==> src/rtl/vram_arbiter.sv <==
// ============================================================================
// Module   : vram_arbiter
// Purpose  : Single-port 1Kx8 VRAM arbiter (video > clear engine > CPU).
//            VRAM_ARBITER_CLEAR_EN compiles in the ascending clear engine.
// Revision : 1.0 - initial release
// ============================================================================
`default_nettype none

module vram_arbiter #(
  parameter int unsigned VBLANK_GATE = 1,
  parameter logic [7:0]  CLEAR_VALUE = 8'h00
) (
  input  logic       clk,
  input  logic       reset_n,
  input  logic       vid_req,
  input  logic [9:0] vid_addr,
  output logic [7:0] vid_data,
  output logic       vid_valid,
  input  logic       cpu_req,
  input  logic       cpu_we,
  input  logic [9:0] cpu_addr,
  input  logic [7:0] cpu_wdata,
  output logic [7:0] cpu_rdata,
  output logic       cpu_ack,
  output logic       cpu_ready,
  input  logic       vblank,
  input  logic       clear_start,
  output logic       clear_busy,
  output logic [9:0] ram_addr,
  output logic       ram_we,
  output logic [7:0] ram_wdata,
  input  logic [7:0] ram_rdata
);

  typedef enum logic [1:0] {S_IDLE, S_WR_ACK, S_RD_WAIT, S_RD_DATA} cpu_state_e;
  typedef enum logic [1:0] {TAG_NONE, TAG_VID, TAG_CPU} tag_e;

  cpu_state_e state_q, state_d;
  tag_e       tag1_q, tag1_d, tag2_q;
  logic [9:0] ram_addr_q, ram_addr_d;
  logic [7:0] ram_wdata_q, ram_wdata_d;
  logic       ram_we_q, ram_we_d;
  logic [7:0] vid_data_q, vid_data_d;
  logic       vid_valid_q, vid_valid_d;
  logic [7:0] cpu_rdata_q, cpu_rdata_d;
  logic       cpu_ack_q, cpu_ack_d;

  logic       clr_busy;
  logic       clr_issue;
  logic [9:0] clr_addr;
  logic [7:0] clr_data;
  logic       cpu_grant;

`ifdef VRAM_ARBITER_CLEAR_EN
  logic       clr_busy_q, clr_busy_d;
  logic       clr_wrap_q, clr_wrap_d;
  logic [9:0] clr_cnt_q, clr_cnt_d;

  // clr_wrap_q holds busy for one cycle after the final write has issued
  always_comb begin
    clr_busy_d = clr_busy_q;
    clr_wrap_d = clr_wrap_q;
    clr_cnt_d  = clr_cnt_q;
    if (!clr_busy_q) begin
      if (clear_start) clr_busy_d = 1'b1;
    end else if (clr_wrap_q) begin
      clr_busy_d = 1'b0;
      clr_wrap_d = 1'b0;
    end else if (!vid_req) begin
      clr_cnt_d = clr_cnt_q + 10'd1;
      if (clr_cnt_q == 10'h3FF) clr_wrap_d = 1'b1;
    end
  end

  always_ff @(posedge clk or negedge reset_n) begin
    if (!reset_n) begin
      clr_busy_q <= 1'b0;
      clr_wrap_q <= 1'b0;
      clr_cnt_q  <= 10'd0;
    end else begin
      clr_busy_q <= clr_busy_d;
      clr_wrap_q <= clr_wrap_d;
      clr_cnt_q  <= clr_cnt_d;
    end
  end

  assign clr_busy  = clr_busy_q;
  assign clr_issue = clr_busy_q & ~clr_wrap_q & ~vid_req;
  assign clr_addr  = clr_cnt_q;
  assign clr_data  = CLEAR_VALUE;
`else
  logic unused_clear;
  assign unused_clear = clear_start ^ (^CLEAR_VALUE);
  assign clr_busy  = 1'b0;
  assign clr_issue = 1'b0;
  assign clr_addr  = 10'd0;
  assign clr_data  = 8'h00;
`endif

  // cpu_ack_q blocks the ack cycle so a held request is not re-granted
  assign cpu_grant = (state_q == S_IDLE) & cpu_req & ~cpu_ack_q & ~vid_req & ~clr_busy &
                     (~cpu_we | (VBLANK_GATE == 0) | vblank);

  always_comb begin
    state_d     = state_q;
    tag1_d      = TAG_NONE;
    ram_addr_d  = ram_addr_q;
    ram_wdata_d = ram_wdata_q;
    ram_we_d    = 1'b0;
    vid_data_d  = vid_data_q;
    vid_valid_d = 1'b0;
    cpu_rdata_d = cpu_rdata_q;
    cpu_ack_d   = 1'b0;

    if (vid_req) begin
      ram_addr_d = vid_addr;
      tag1_d     = TAG_VID;
    end else if (clr_issue) begin
      ram_addr_d  = clr_addr;
      ram_wdata_d = clr_data;
      ram_we_d    = 1'b1;
    end else if (cpu_grant) begin
      ram_addr_d = cpu_addr;
      if (cpu_we) begin
        ram_wdata_d = cpu_wdata;
        ram_we_d    = 1'b1;
      end else begin
        tag1_d = TAG_CPU;
      end
    end

    case (state_q)
      S_IDLE:    if (cpu_grant) state_d = cpu_we ? S_WR_ACK : S_RD_WAIT;
      S_WR_ACK:  begin cpu_ack_d = 1'b1; state_d = S_IDLE; end
      S_RD_WAIT: state_d = S_RD_DATA;
      S_RD_DATA: begin cpu_ack_d = 1'b1; state_d = S_IDLE; end
      default:   state_d = S_IDLE;
    endcase

    if (tag2_q == TAG_VID) begin
      vid_data_d  = ram_rdata;
      vid_valid_d = 1'b1;
    end
    if (tag2_q == TAG_CPU) cpu_rdata_d = ram_rdata;
  end

  always_ff @(posedge clk or negedge reset_n) begin
    if (!reset_n) begin
      state_q     <= S_IDLE;
      tag1_q      <= TAG_NONE;
      tag2_q      <= TAG_NONE;
      ram_addr_q  <= 10'd0;
      ram_wdata_q <= 8'h00;
      ram_we_q    <= 1'b0;
      vid_data_q  <= 8'h00;
      vid_valid_q <= 1'b0;
      cpu_rdata_q <= 8'h00;
      cpu_ack_q   <= 1'b0;
    end else begin
      state_q     <= state_d;
      tag1_q      <= tag1_d;
      tag2_q      <= tag1_q;
      ram_addr_q  <= ram_addr_d;
      ram_wdata_q <= ram_wdata_d;
      ram_we_q    <= ram_we_d;
      vid_data_q  <= vid_data_d;
      vid_valid_q <= vid_valid_d;
      cpu_rdata_q <= cpu_rdata_d;
      cpu_ack_q   <= cpu_ack_d;
    end
  end

  assign vid_data   = vid_data_q;
  assign vid_valid  = vid_valid_q;
  assign cpu_rdata  = cpu_rdata_q;
  assign cpu_ack    = cpu_ack_q;
  assign cpu_ready  = ~(cpu_req & ~cpu_ack_q);
  assign clear_busy = clr_busy;
  assign ram_addr   = ram_addr_q;
  assign ram_we     = ram_we_q;
  assign ram_wdata  = ram_wdata_q;

endmodule

`default_nettype wire

==> config.mk <==
export PLATFORM = sky130hd
export DESIGN_NAME = vram_arbiter
export DESIGN_NICKNAME = d
export VERILOG_FILES = /design/src/rtl/vram_arbiter.sv
export SDC_FILE = /design/constraint.sdc
export NUM_CORES = 1
export LEC_CHECK = 0
export CAP_MARGIN = 20
export CORE_ASPECT_RATIO = 0.6
export CORE_UTILIZATION = 30
export CTS_CLUSTER_SIZE = 12
export DETAILED_ROUTE_END_ITERATION = 8
export SLEW_MARGIN = 5
export SYNTH_ARGS = -nofsm -noshare
export SYNTH_HDL_FRONTEND = slang
export SYNTH_SLANG_ARGS = --single-unit
==> constraint.sdc <==
create_clock -name clk -period 2.4 [get_ports clk]
set_input_delay 0.48 -clock clk [delete_from_list [all_inputs] [get_ports clk]]
set_output_delay 0.48 -clock clk [all_outputs]
set_load 0.01 [all_outputs]
Yosys cells after proc, flatten, opt, wreduce, memory -nomap -nowiden
Cells that the tools add are included.

Bits of input ports: 43. Memories: 0. RAM bits: 0. Memory bits (read-only): 0. Register bits: 43. Output and inout bits: 39. Latch bits: 0.

Equal/unequal tests: 6. Multiply operators: 0. Add/sub/neg operators: 0. Divide/modulo/power cells: 0. Magnitude comparators: 0. Bitwise gates (word level): 10. Reductions and logical operators: 4. Multiplexer cells: 13. Shifts and indexed selects: 0.

Operator list (number): 10-bit two-way mux (2); 2-bit two-way mux (5); 2-bit == test (second input constant) (3); 2-bit one-hot mux with 3 select lines (1); 1-bit bitwise AND (5); 1-bit two-way mux (5); 2-bit by 1-bit == test with 1-bit output (second input constant) (2); 1-bit NOT (4); 3-bit AND reduction (1); 2-bit logical NOT (1); 2-bit inequality test (second input constant) (1); 2-bit nonzero test (1); 2-bit OR reduction (1); 1-bit OR (1).

Longest topological paths before layout
Depth in word-level cells: 7. Gate-level depth with buffers: 5. Depth with buffers taken out: 3.

Least setup slack after synthesis
Ideal clock, no wire load.

Path type: input to register. Start: in vid_req. End: reg ram_wdata_q[0], in the netlist ram_wdata[0]. Arrival: 1.761 ns. Library setup time: 0.125 ns. Setup slack: 0.514 ns. Buffers on the path: 0. Required time: 2.275 ns. Stages on the path: 3. Path through: or4b_4 nor3_4 mux2_2.

Cells in the longest elaborated chain, start to end: 4.

RTL lines: start: declaration (line 15) `input logic vid_req,`; 1-bit NOT (no source line) (*); 1-bit bitwise AND (2 in series) (line 101) `assign cpu_grant = (state_q == S_IDLE) & cpu_req & ~cpu_ack_q & ~vid_req & ~clr_busy &`; 3-bit AND reduction (no source line) (*); end signal: assignment (line 164) `ram_wdata_q <= ram_wdata_d;`; end: declaration (line 41) `logic [7:0] ram_wdata_q, ram_wdata_d;`.

Every way passes the cells marked *; elsewhere a longest branch is shown, timed or not. A chain may end at the register's enable or synchronous reset.

Final worst setup path
Start: in cpu_req. End: out cpu_ready.

Cells in the longest elaborated chain, start to end: 2.

RTL lines: start: declaration (line 19) `input logic cpu_req,`; 1-bit bitwise AND (line 177) `assign cpu_ready = ~(cpu_req & ~cpu_ack_q);`; 1-bit NOT (line 177); end: declaration (line 25) `output logic cpu_ready,`.

Every way passes these cells.

==> results.md <==
- Status: completed
- Worst r2r src: state_q[1]$_DFFE_PN0P_
- TritonCTS clock tree: built
- Remaining global-route overflow: 0
- DP Wirelength: around 3300 um
- Leakage: 1.14 nW
- PortBufs: between 70 and 80
- Ant. Diodes: 0
- Worst setup SP type: primary input
- Number of fillers in the final layout: ~460
- Crit share post-route: 88.4%
- Post-Layout Cell Count: just under 300
- Root Buffer Master: clkbuf_8
- H-tree levels: 2
- Routed len/inst: 14.7 um
- Largest net degree at the start of global routing: 22
- Worst Hold Class: in -> async
- R2R cell count: 4
- Clk slew on worst S/H paths: ~0.080 ns
- Vias/cell: roughly 4.5
- Worst Path Max Fanout: 3
- Final antenna-violating net count: 0
- Critical Path Max Stage Delay: 0.52 ns
- Critical Path AT: 1.64 ns
- Clock Sinks: 43
- R2R setup slack: a little under 0.6 ns
- DRC errors left: 0
- Tmin final: 2.12 ns
- Area of the core: ~5300 um2
- Share of the yosys chip area belonging to registers: between 60% and 70%
- Die Span Y: 60.8 um
- All-Layer GR Usage: 15.6%
- Fmax: 471 MHz
- Top Ports: 82
- Mapped Area: 1730 um2
- Site Rows: 20
- Syn_area_per_cell: around 13 um2
- Final setup fails: 0
- Fin. Hold Viols: 0
- CP Data Required Time: between 1.5 and 2 ns
- Worst vdd ir: 0.300 mV
- Commonest non-fill, non-tap cell in the layout: clkdlybuf4s50_1
- Die X: 100 um
- Cells after Synth: 133
- First-pass GRT wire length: 7070 um
- Yosys cell types: 20
- Worst path buffer plus inverter count: 3
- Total wire length: 4310 um
- Vias in the first global route: 1404
- Placed Cells: around 290
- Final #Nets: 260
- Die area: 6090 um2
- Num CTS Buffers: 5
- CP Capture Type: output port
- GPL Wtd Cong: 0.762
- PD cells: 900 nW/um2
- Post-Route Utilization: 51.3%
- Max-slew violation count: 0
- DR pass1 iterations: 4
- Synthesized flop and latch total: 43
- Area Overhead vs Synth: 57.4%
- CTS Buffer Depth: 2
- RSZ-0062 raised after global routing: false
- Via count: around 1300
- Initial core utilization: 32.6%
- Reg2reg end: ram_wdata[4]$_DFFE_PN0P_
- Power, Total: 2.45 mW
- Top Family by Delay on Critical Path: buffers and inverters
- Hold WS: 0.0613 ns
- Cell Chain, Critical Path: clkdlybuf4s50_1, nor2b_1, inv_1, clkdlybuf4s50_1
- MaxCap Viol Count: 0
- DRT iter0 DRCs: 28
- Clk_skew: between 0.006 and 0.007 ns
- Most frequent CP cell: clkdlybuf4s50_1
- Share of cells above drive strength 1: a little under a fifth
- Syn nets: 176
- Worst-Skew Late Latency: 0.29 ns
- Commonest cells after routing, fill and taps aside: clkdlybuf4s50_1, dfrtp_1, mux2_2
- TNS Setup: 0 ns
- Antenna violations before repair: 0
- Ys Warns: 0
- Postcts setup bufs: 0
- Post_cts resized: 0
- CTS Hold Bufs: 0
- Critical path's slowest cell: clkdlybuf4s50_1
- Crit path kind: in -> out
==> power by group <==
group / total [mW] / internal, mW / switching, mW
Combinational: 0.927 / 0.580 / 0.348
Clock: 0.454 / 0.226 / 0.228
Sequential: 1.07 / 0.942 / 0.130
==> Yosys cell counts, drive strengths merged <==
| cell type | n | area share [%] |
|---|---|---|
| or4b | 1 | 0.80 |
| o31ai | 1 | 0.43 |
| conb | 1 | 0.22 |
| o21a | 2 | 0.87 |
| clkbuf | 5 | 1.1 |
| nand2b | 3 | 1.1 |
| dfrtp | 43 | 62 |
| mux2 | 24 | 16 |
| nor2 | 1 | 0.22 |
| nor2b | 2 | 0.72 |
| nor4b | 1 | 0.87 |
| nand4 | 10 | 3.6 |
| nand2 | 10 | 2.2 |
| a31oi | 1 | 0.36 |
| o311ai | 9 | 4.6 |
| buf | 3 | 0.87 |
| inv | 13 | 2.8 |
| nor3 | 3 | 1.5 |
==> flip-flops by register name (all words and copies together) (netlist names) <==
name and count:
ram_wdata 8, ram_we 1, vid_data 8, cpu_ack 1
cpu_rdata 8, tag1_q 2, ram_addr 10, state_q 2
vid_valid 1, tag2_q 2
==> cell type report <==
type,count,area (um2),area share [%]
timing repair buffer,85,843,31.0
multi-input combinational,69,572,21.0
clock buffer,6,82.6,3.03
sequential,43,1080,39.5
inverter,13,48.8,1.79
clock inverter,1,5.00,0.184
tap,77,96.3,3.54
==> metal layers <==
| metal | global-route usage (%) | routed length (um) | share of wire (%) | vias up |
|---|---|---|---|---|
| met5 | 0 | 0 | 0 | - |
| met4 | 5.80 | 53 | 1.2 | 0 |
| met3 | 3.00 | 171 | 4.0 | 4 |
| met2 | 26.1 | 2060 | 48 | 34 |
| met1 | 20.7 | 2030 | 47 | 664 |
| li1 | - | - | - | 631 |
==> kinds of logic (layout without fill, tap and decap cells) <==
family | count (synthesis) | after routing | share of synthesized area (%)
muxes | 24 | 24 | 15.6
buffers and inverters | 21 | 105 | 4.77
AOI/OAI and AO/OA | 13 | 13 | 6.22
and+or+nand+nor | 31 | 31 | 11.0
DFF | 43 | 43 | 62.2
other | 1 | 1 | 0.217
==> stage by stage <==
stage | setup WS [ns] | instance area (um2)
2_1_floorplan | 0.514 | 1730
3_3_place_gp | 0.0743 | 2640
3_5_place_dp | 0.0569 | 2640
4_1_cts | 0.280 | 2720
5_1_grt | 0.240 | 2720
6_report | 0.279 | 2720
==> worst max-delay path by stage <==
stage,start,to,cells after the start
final,cpu_req,cpu_ready,4
after global placement,vid_req,ram_wdata[2]$_DFFE_PN0P_,5
after CTS,cpu_req,cpu_ready,4
after detailed placement,vid_req,ram_wdata[6]$_DFFE_PN0P_,5
after global routing,cpu_req,cpu_ready,4
after floorplan,vid_req,ram_wdata[0]$_DFFE_PN0P_,3
No activity file was read; power rests on OpenSTA's default activity.
